`config.mk`:
```
export PLATFORM = sky130hd
export DESIGN_NAME = risc_spm_control_unit_flat
export DESIGN_NICKNAME = d
export VERILOG_FILES = /design/src/rtl/risc_spm_pkg.sv /design/src/rtl/risc_spm_control_unit_if.sv /design/src/rtl/risc_spm_control_unit.sv /design/src/flat_wrapper.sv
export SDC_FILE = /design/constraint.sdc
export NUM_CORES = 1
export LEC_CHECK = 0
export ABC_CLOCK_PERIOD_IN_PS = 1630
export CAP_MARGIN = 30
export CELL_PAD_IN_SITES_DETAIL_PLACEMENT = 0
export CELL_PAD_IN_SITES_GLOBAL_PLACEMENT = 2
export CORE_ASPECT_RATIO = 2
export CORE_MARGIN = 3
export CORE_UTILIZATION = 18
export DETAILED_ROUTE_END_ITERATION = 7
export PLACE_DENSITY = 0.82
export SLEW_MARGIN = 10
export SYNTH_ARGS = -nofsm -noshare
export SYNTH_HDL_FRONTEND = slang
export SYNTH_SLANG_ARGS = --single-unit
```
`constraint.sdc`:
```
create_clock -name clk -period 1.63 [get_ports clk]
set_input_delay 0.326 -clock clk [delete_from_list [all_inputs] [get_ports clk]]
set_output_delay 0.326 -clock clk [all_outputs]
set_load 0.02 [all_outputs]
```
`src/rtl/risc_spm_pkg.sv`:
```
// Shared encodings for the RISC_SPM control unit: opcodes, FSM states,
// bus mux select codes and the 2-to-4 register decode helper.
package risc_spm_pkg;

   typedef enum logic [3:0] {
      OP_NOP  = 4'd0,
      OP_ADD  = 4'd1,
      OP_SUB  = 4'd2,
      OP_AND  = 4'd3,
      OP_NOT  = 4'd4,
      OP_RD   = 4'd5,
      OP_WR   = 4'd6,
      OP_BR   = 4'd7,
      OP_BRZ  = 4'd8,
      OP_HALT = 4'd15
   } opcode_t;

   typedef enum logic [3:0] {
      S_idle = 4'd0,
      S_fet1 = 4'd1,
      S_fet2 = 4'd2,
      S_dec  = 4'd3,
      S_ex1  = 4'd4,
      S_rd1  = 4'd5,
      S_rd2  = 4'd6,
      S_wr1  = 4'd7,
      S_wr2  = 4'd8,
      S_br1  = 4'd9,
      S_br2  = 4'd10,
      S_halt = 4'd11
   } state_t;

   typedef enum logic [2:0] {
      SEL1_R0 = 3'd0,
      SEL1_R1 = 3'd1,
      SEL1_R2 = 3'd2,
      SEL1_R3 = 3'd3,
      SEL1_PC = 3'd4
   } sel1_t;

   typedef enum logic [1:0] {
      SEL2_ALU  = 2'd0,
      SEL2_BUS1 = 2'd1,
      SEL2_MEM  = 2'd2
   } sel2_t;

   // One-hot register select from a 2-bit src/dest field
   function automatic logic [3:0] reg_decode(input logic [1:0] idx);
      reg_decode = 4'b0001 << idx;
   endfunction

endpackage

```
`src/rtl/risc_spm_control_unit_if.sv`:
```
// Control-unit <-> datapath signal bundle. master = control unit side,
// slave = datapath side.
interface risc_spm_control_unit_if;
   logic [7:0] instruction;
   logic       Zflag;
   logic       run;
   logic       Load_R0;
   logic       Load_R1;
   logic       Load_R2;
   logic       Load_R3;
   logic       Load_PC;
   logic       Inc_PC;
   logic       Load_IR;
   logic       Load_Add_R;
   logic       Load_Reg_Y;
   logic       Load_Reg_Z;
   logic [2:0] Sel_Bus_1_Mux;
   logic [1:0] Sel_Bus_2_Mux;
   logic       write;
   logic       halted;

   modport master (
      input  instruction, Zflag, run,
      output Load_R0, Load_R1, Load_R2, Load_R3, Load_PC, Inc_PC, Load_IR,
             Load_Add_R, Load_Reg_Y, Load_Reg_Z, Sel_Bus_1_Mux, Sel_Bus_2_Mux,
             write, halted
   );

   modport slave (
      output instruction, Zflag, run,
      input  Load_R0, Load_R1, Load_R2, Load_R3, Load_PC, Inc_PC, Load_IR,
             Load_Add_R, Load_Reg_Y, Load_Reg_Z, Sel_Bus_1_Mux, Sel_Bus_2_Mux,
             write, halted
   );
endinterface

```
`src/rtl/risc_spm_control_unit.sv`:
```
// Multi-cycle Mealy control unit for the RISC_SPM processor: sequences
// fetch, decode, execute, memory read/write and branch, one instruction
// at a time. Only the state register is clocked.
module risc_spm_control_unit
   import risc_spm_pkg::*;
#(
   parameter bit ILLEGAL_HALT = 1'b1
) (
   input logic                    clk,
   input logic                    rst,
   risc_spm_control_unit_if.master bus
);

   state_t     state_q, state_d;
   opcode_t    op;
   logic [1:0] src, dest;

   logic [3:0] load_r;
   logic       ld_pc, inc_pc, ld_ir, ld_ar, ld_y, ld_z, wr, halt;
   sel1_t      sel1;
   sel2_t      sel2;

   assign op   = opcode_t'(bus.instruction[7:4]);
   assign src  = bus.instruction[3:2];
   assign dest = bus.instruction[1:0];

   // State register; reset abandons any instruction in flight
   always_ff @(posedge clk or negedge rst) begin
      if (!rst) state_q <= S_idle;
      else      state_q <= state_d;
   end

   // Next state and Mealy outputs from state, opcode fields and Zflag
   always_comb begin
      state_d = state_q;
      load_r  = '0;
      ld_pc   = 1'b0;
      inc_pc  = 1'b0;
      ld_ir   = 1'b0;
      ld_ar   = 1'b0;
      ld_y    = 1'b0;
      ld_z    = 1'b0;
      wr      = 1'b0;
      halt    = 1'b0;
      sel1    = SEL1_R0;
      sel2    = SEL2_ALU;
      case (state_q)
         S_idle: if (bus.run) state_d = S_fet1;
         S_fet1: begin
            sel1 = SEL1_PC; sel2 = SEL2_BUS1; ld_ar = 1'b1;
            state_d = S_fet2;
         end
         S_fet2: begin
            sel2 = SEL2_MEM; ld_ir = 1'b1; inc_pc = 1'b1;
            state_d = S_dec;
         end
         S_dec: begin
            case (op)
               OP_NOP: state_d = S_fet1;
               OP_ADD, OP_SUB, OP_AND: begin
                  sel1 = sel1_t'({1'b0, src}); sel2 = SEL2_BUS1; ld_y = 1'b1;
                  state_d = S_ex1;
               end
               OP_NOT: begin
                  sel1 = sel1_t'({1'b0, src}); sel2 = SEL2_ALU;
                  ld_z = 1'b1; load_r = reg_decode(dest);
                  state_d = S_fet1;
               end
               OP_RD, OP_WR, OP_BR: begin
                  sel1 = SEL1_PC; sel2 = SEL2_BUS1; ld_ar = 1'b1;
                  state_d = (op == OP_RD) ? S_rd1 : (op == OP_WR) ? S_wr1 : S_br1;
               end
               OP_BRZ: begin
                  if (bus.Zflag) begin
                     sel1 = SEL1_PC; sel2 = SEL2_BUS1; ld_ar = 1'b1;
                     state_d = S_br1;
                  end else begin
                     inc_pc  = 1'b1;
                     state_d = S_fet1;
                  end
               end
               OP_HALT: state_d = S_halt;
               default: state_d = ILLEGAL_HALT ? S_halt : S_fet1;
            endcase
         end
         S_ex1: begin
            sel1 = sel1_t'({1'b0, dest}); sel2 = SEL2_ALU;
            ld_z = 1'b1; load_r = reg_decode(dest);
            state_d = S_fet1;
         end
         S_rd1: begin
            sel2 = SEL2_MEM; ld_ar = 1'b1; inc_pc = 1'b1;
            state_d = S_rd2;
         end
         S_rd2: begin
            sel2 = SEL2_MEM; load_r = reg_decode(dest);
            state_d = S_fet1;
         end
         S_wr1: begin
            sel2 = SEL2_MEM; ld_ar = 1'b1; inc_pc = 1'b1;
            state_d = S_wr2;
         end
         S_wr2: begin
            sel1 = sel1_t'({1'b0, src}); wr = 1'b1;
            state_d = S_fet1;
         end
         S_br1: begin
            sel2 = SEL2_MEM; ld_ar = 1'b1;
            state_d = S_br2;
         end
         S_br2: begin
            sel2 = SEL2_MEM; ld_pc = 1'b1;
            state_d = S_fet1;
         end
         S_halt: halt = 1'b1;
         default: state_d = S_idle;
      endcase
   end

   assign bus.Load_R0       = load_r[0];
   assign bus.Load_R1       = load_r[1];
   assign bus.Load_R2       = load_r[2];
   assign bus.Load_R3       = load_r[3];
   assign bus.Load_PC       = ld_pc;
   assign bus.Inc_PC        = inc_pc;
   assign bus.Load_IR       = ld_ir;
   assign bus.Load_Add_R    = ld_ar;
   assign bus.Load_Reg_Y    = ld_y;
   assign bus.Load_Reg_Z    = ld_z;
   assign bus.Sel_Bus_1_Mux = sel1;
   assign bus.Sel_Bus_2_Mux = sel2;
   assign bus.write         = wr;
   assign bus.halted        = halt;

endmodule

```
`src/flat_wrapper.sv`:
```
// flat-port wrapper written by rule: the top's interface ports become plain ports
module risc_spm_control_unit_flat import risc_spm_pkg::*;
#(
   parameter bit ILLEGAL_HALT = 1'b1
)
  (clk, rst, bus_instruction, bus_Zflag, bus_run, bus_Load_R0, bus_Load_R1, bus_Load_R2, bus_Load_R3, bus_Load_PC, bus_Inc_PC, bus_Load_IR, bus_Load_Add_R, bus_Load_Reg_Y, bus_Load_Reg_Z, bus_Sel_Bus_1_Mux, bus_Sel_Bus_2_Mux, bus_write, bus_halted);
  risc_spm_control_unit_if bus_i ();
  input logic clk;
  input logic rst;
  input wire logic [$bits(bus_i.instruction)-1:0] bus_instruction;
  input wire logic [$bits(bus_i.Zflag)-1:0] bus_Zflag;
  input wire logic [$bits(bus_i.run)-1:0] bus_run;
  output wire logic [$bits(bus_i.Load_R0)-1:0] bus_Load_R0;
  output wire logic [$bits(bus_i.Load_R1)-1:0] bus_Load_R1;
  output wire logic [$bits(bus_i.Load_R2)-1:0] bus_Load_R2;
  output wire logic [$bits(bus_i.Load_R3)-1:0] bus_Load_R3;
  output wire logic [$bits(bus_i.Load_PC)-1:0] bus_Load_PC;
  output wire logic [$bits(bus_i.Inc_PC)-1:0] bus_Inc_PC;
  output wire logic [$bits(bus_i.Load_IR)-1:0] bus_Load_IR;
  output wire logic [$bits(bus_i.Load_Add_R)-1:0] bus_Load_Add_R;
  output wire logic [$bits(bus_i.Load_Reg_Y)-1:0] bus_Load_Reg_Y;
  output wire logic [$bits(bus_i.Load_Reg_Z)-1:0] bus_Load_Reg_Z;
  output wire logic [$bits(bus_i.Sel_Bus_1_Mux)-1:0] bus_Sel_Bus_1_Mux;
  output wire logic [$bits(bus_i.Sel_Bus_2_Mux)-1:0] bus_Sel_Bus_2_Mux;
  output wire logic [$bits(bus_i.write)-1:0] bus_write;
  output wire logic [$bits(bus_i.halted)-1:0] bus_halted;
  assign bus_i.instruction = bus_instruction;
  assign bus_i.Zflag = bus_Zflag;
  assign bus_i.run = bus_run;
  assign bus_Load_R0 = bus_i.Load_R0;
  assign bus_Load_R1 = bus_i.Load_R1;
  assign bus_Load_R2 = bus_i.Load_R2;
  assign bus_Load_R3 = bus_i.Load_R3;
  assign bus_Load_PC = bus_i.Load_PC;
  assign bus_Inc_PC = bus_i.Inc_PC;
  assign bus_Load_IR = bus_i.Load_IR;
  assign bus_Load_Add_R = bus_i.Load_Add_R;
  assign bus_Load_Reg_Y = bus_i.Load_Reg_Y;
  assign bus_Load_Reg_Z = bus_i.Load_Reg_Z;
  assign bus_Sel_Bus_1_Mux = bus_i.Sel_Bus_1_Mux;
  assign bus_Sel_Bus_2_Mux = bus_i.Sel_Bus_2_Mux;
  assign bus_write = bus_i.write;
  assign bus_halted = bus_i.halted;
  risc_spm_control_unit #(.ILLEGAL_HALT(ILLEGAL_HALT)) u_core (.clk(clk), .rst(rst), .bus(bus_i));
endmodule
```
==> impl_summary.log <==
INFO  metric synth_net_count = 90
INFO  metric postRouteWirelength = 2509 microns
INFO  metric core_area = 2978 sq um
INFO  metric die_height = 85.45 microns
INFO  metric top_regs = u_core.state_q: 4 flops
INFO  metric route.antenna.remaining_nets = 0
INFO  metric cts-root-buf = sky130_fd_sc_hd__clkbuf_8
INFO  metric multiInputGateArea = 645.6 sq um
INFO  metric fp.dieW = 45.72 microns
INFO  metric postSynthRegisterBits = 4
INFO  metric dp_hpwl = 1667 microns
INFO  metric fp.dieArea = 3907 sq um
INFO  metric master_of_the_slowest_instance_on_the_critical_path = sky130_fd_sc_hd__or4b_4
INFO  metric global_route.overflow_total = 0
INFO  metric worst_ir_drop_vdd = 0.0007461 V
INFO  metric synth_cells = 78
INFO  metric worst_setup_path_start_kind = input pin
INFO  metric grt_antenna_before_repair = 0
INFO  metric clock-skew-final = 2.069 ps
INFO  metric global_route.usage.total = 13.42%
INFO  metric fin_ws = -309.6 ps
INFO  metric final.fill_count = 282
INFO  metric layout.nets = 158
INFO  metric ys_warn_count = 0
INFO  metric worst_skew_pair_latency = 210 ps
INFO  metric cp_slowest_stage_delay = 530 ps
INFO  metric gp_congestion = 0.7919
INFO  metric largest_register_ffs = 4
INFO  metric placed_cells_incl_taps = 157
INFO  metric detailedRoute.firstPassIterationCount = 4
INFO  metric clk_pin_slew = 30 ps
INFO  metric synth_seq_area_share = 17.62%
INFO  metric syn_avg_cell_area = 7.283 sq um
INFO  metric top_register = u_core.state_q
INFO  metric critical_path.top_delay_family = simple AND/OR/NAND/NOR gates
INFO  metric cp_dominant_cell_by_count = sky130_fd_sc_hd__buf_6
INFO  metric grt_pass1_wl = 4002 microns
INFO  metric crit_path_cell_trace = buf_6 > or4b_4 > o22a_1 > buf_6 > nor3_2 > buf_4
INFO  metric p_leak = 0.6781 nW
INFO  metric status = finished with violations
INFO  metric design.portCount = 29
INFO  metric cp-end-kind = output pin
INFO  metric power-per-cell-area = 1623 nW/um^2
INFO  metric layout-drive-gt1-share = 70.14%
INFO  metric via_per_inst = 4.954
INFO  metric tritoncts.num_buffers = 3
INFO  metric worst_hold_path_type = in -> async
INFO  metric layout.cells.most_common = sky130_fd_sc_hd__buf_6
INFO  metric violations = setup timing
INFO  metric register_area = 101.3 sq um
INFO  metric drv_slew = 0
INFO  metric cp_data_arrival_time = 1610 ps
INFO  metric drtIter0Drc = 10
INFO  metric drv.max_cap_violation_count = 0
INFO  metric critPathMaxFanout = 2
INFO  metric final_hold_viol_count = 0
INFO  metric setup_repair_after_global_routing_missed_its_margin = true
INFO  metric area_growth_from_synthesis_to_layout = 165.4%
INFO  metric final_cell_count_no_fill = 174
INFO  metric number_of_global_route_vias_before_repair = 900
INFO  metric tritoncts_num_sinks = 4
INFO  metric timing_worst_slew_pin_value = 413.8 ps
INFO  metric minimum_period_implied_by_the_final_worst_setup_slack = 1940 ps
INFO  metric fmax = 515.6 MHz
INFO  metric port_buffers = 28
INFO  metric antenna-diode-count = 0
INFO  metric post-synth-top-area-fraction = 17.62%
INFO  metric setup.worst_path.class = in -> out
INFO  metric worst_ep_required_time = 1300 ps
INFO  metric synth.top_cells.by_area = sky130_fd_sc_hd__dfrtp_1, sky130_fd_sc_hd__nor2_1, sky130_fd_sc_hd__nand2b_1
INFO  metric remaining_design_rule_violation_count = 0
INFO  metric fin_total_pwr = 2.447 mW
INFO  metric max-clock-path-buffers = 2
INFO  metric report.final.setup_viol = 12
INFO  metric post_drt_wl_per_cell = 14.42 microns
INFO  metric cts_tree = built
INFO  metric synth_top_cell_by_area = sky130_fd_sc_hd__dfrtp_1
INFO  metric layout_common_cells = sky130_fd_sc_hd__buf_6, sky130_fd_sc_hd__buf_4, sky130_fd_sc_hd__nor2_4
INFO  metric grt_start_max_net_pins = 19
INFO  metric fin_crit_sh = 119.0%
INFO  metric cts_htree_levels = 1
INFO  metric max_slew_margin = 71.70%
INFO  metric initial_core_util = 19.08%
INFO  metric via_count = 862
INFO  metric row_count = 28
INFO  metric post_synth_instance_area = 568.0 sq um
INFO  metric worst-path-buf-inv = 3
INFO  metric post_synth_num_cell_types = 36
-- metal layers --
layer	GRT usage (%)	vias to the layer above	part of all wire [%]
li1	-	421	-
met1	12.90	417	34
met2	26.75	22	60
met3	1.062	2	4.8
met4	4.663	0	0.76
met5	0	-	0
-- timing repair --
action / in CTS / in global routing
hold endpoints to repair: 0 / 0
hold buffers: 0 / 0
pin swaps: 9 / 11
setup endpoints to repair: 19 / 17
buffers inserted: 9 / 9
gates resized for setup: 138 / 37
-- power by group --
part           internal [mW]  total (mW)  switching (mW)
logic                   1.11        2.04           0.921
registers              0.148       0.208          0.0604
clock network          0.157       0.204          0.0471
-- final timing paths --
check	start	endpoint	slack [ps]	depth (start not counted)
worst min register to register	u_core.state_q[0]	u_core.state_q[1]	690	3
min in group clk	bus_instruction[5]	u_core.state_q[2]	580	4
worst max-delay path	bus_instruction[7]	bus_Load_R1	-310	6
worst min-delay path	rst	u_core.state_q[3]	310	1
max in group asynchronous	rst	u_core.state_q[0]	1140	1
worst max register to register	u_core.state_q[2]	u_core.state_q[0]	110	6
-- area by class of cell --
cell class	instances	area share (%)
Tap cell	30	2.490
Multi-Input combinational cell	64	42.82
Inverter	3	0.7469
Clock buffer	3	2.739
Sequential cell	4	6.722
Timing Repair Buffer	70	44.48
-- Yosys cell counts --
master / n
sky130_fd_sc_hd__buf_2: 1
sky130_fd_sc_hd__inv_1: 3
sky130_fd_sc_hd__nand2b_1: 6
sky130_fd_sc_hd__xnor2_1: 1
sky130_fd_sc_hd__a31oi_1: 1
sky130_fd_sc_hd__o22a_1: 2
sky130_fd_sc_hd__a21o_1: 2
sky130_fd_sc_hd__a32o_1: 2
sky130_fd_sc_hd__nor2_1: 11
sky130_fd_sc_hd__and3_1: 1
sky130_fd_sc_hd__a211oi_1: 2
sky130_fd_sc_hd__o21ai_0: 3
sky130_fd_sc_hd__o31a_1: 2
sky130_fd_sc_hd__o21ba_2: 1
sky130_fd_sc_hd__a221oi_1: 1
sky130_fd_sc_hd__o32a_1: 1
sky130_fd_sc_hd__nand4bb_1: 1
sky130_fd_sc_hd__nand2b_4: 1
sky130_fd_sc_hd__or4b_4: 1
sky130_fd_sc_hd__a21boi_0: 1
sky130_fd_sc_hd__nor3_1: 4
sky130_fd_sc_hd__o21a_1: 1
sky130_fd_sc_hd__dfrtp_1: 4
sky130_fd_sc_hd__clkbuf_1: 5
sky130_fd_sc_hd__nor4_1: 2
sky130_fd_sc_hd__nor2_2: 2
sky130_fd_sc_hd__a2111oi_0: 1
sky130_fd_sc_hd__nand3b_1: 1
sky130_fd_sc_hd__nor2b_1: 3
sky130_fd_sc_hd__a21oi_1: 3
sky130_fd_sc_hd__a22oi_1: 1
sky130_fd_sc_hd__buf_6: 1
sky130_fd_sc_hd__nor4b_1: 1
sky130_fd_sc_hd__nand2_1: 3
sky130_fd_sc_hd__a21bo_2: 1
sky130_fd_sc_hd__or3_1: 1
-- stage by stage --
stage                     instance area, sq um  utilization (%)  hold slack (ps)  TNS, ps  worst slack (ps)
after floorplan                          633.1                -            30.41    -1050            -193.2
after global placement                    1119            37.56            533.8   -14520             -1128
after detailed placement                  1119            37.56            537.3   -14500             -1159
after CTS                                 1313            44.08            310.8    -2283            -285.6
after global routing                      1508            50.63            320.3    -3146            -336.0
final                                     1508            50.63            313.7    -2412            -309.6
-- cell families after synthesis --
kind of cell,count (synthesis),share of synthesized area (%)
AOI/OAI and AO/OA,25,33.70
DFF,4,17.62
xor gates and xnor gates,1,1.542
buffers and inverters,10,8.149
and+or+nand+nor,38,38.99
No activity file was read; power rests on OpenSTA's default activity.
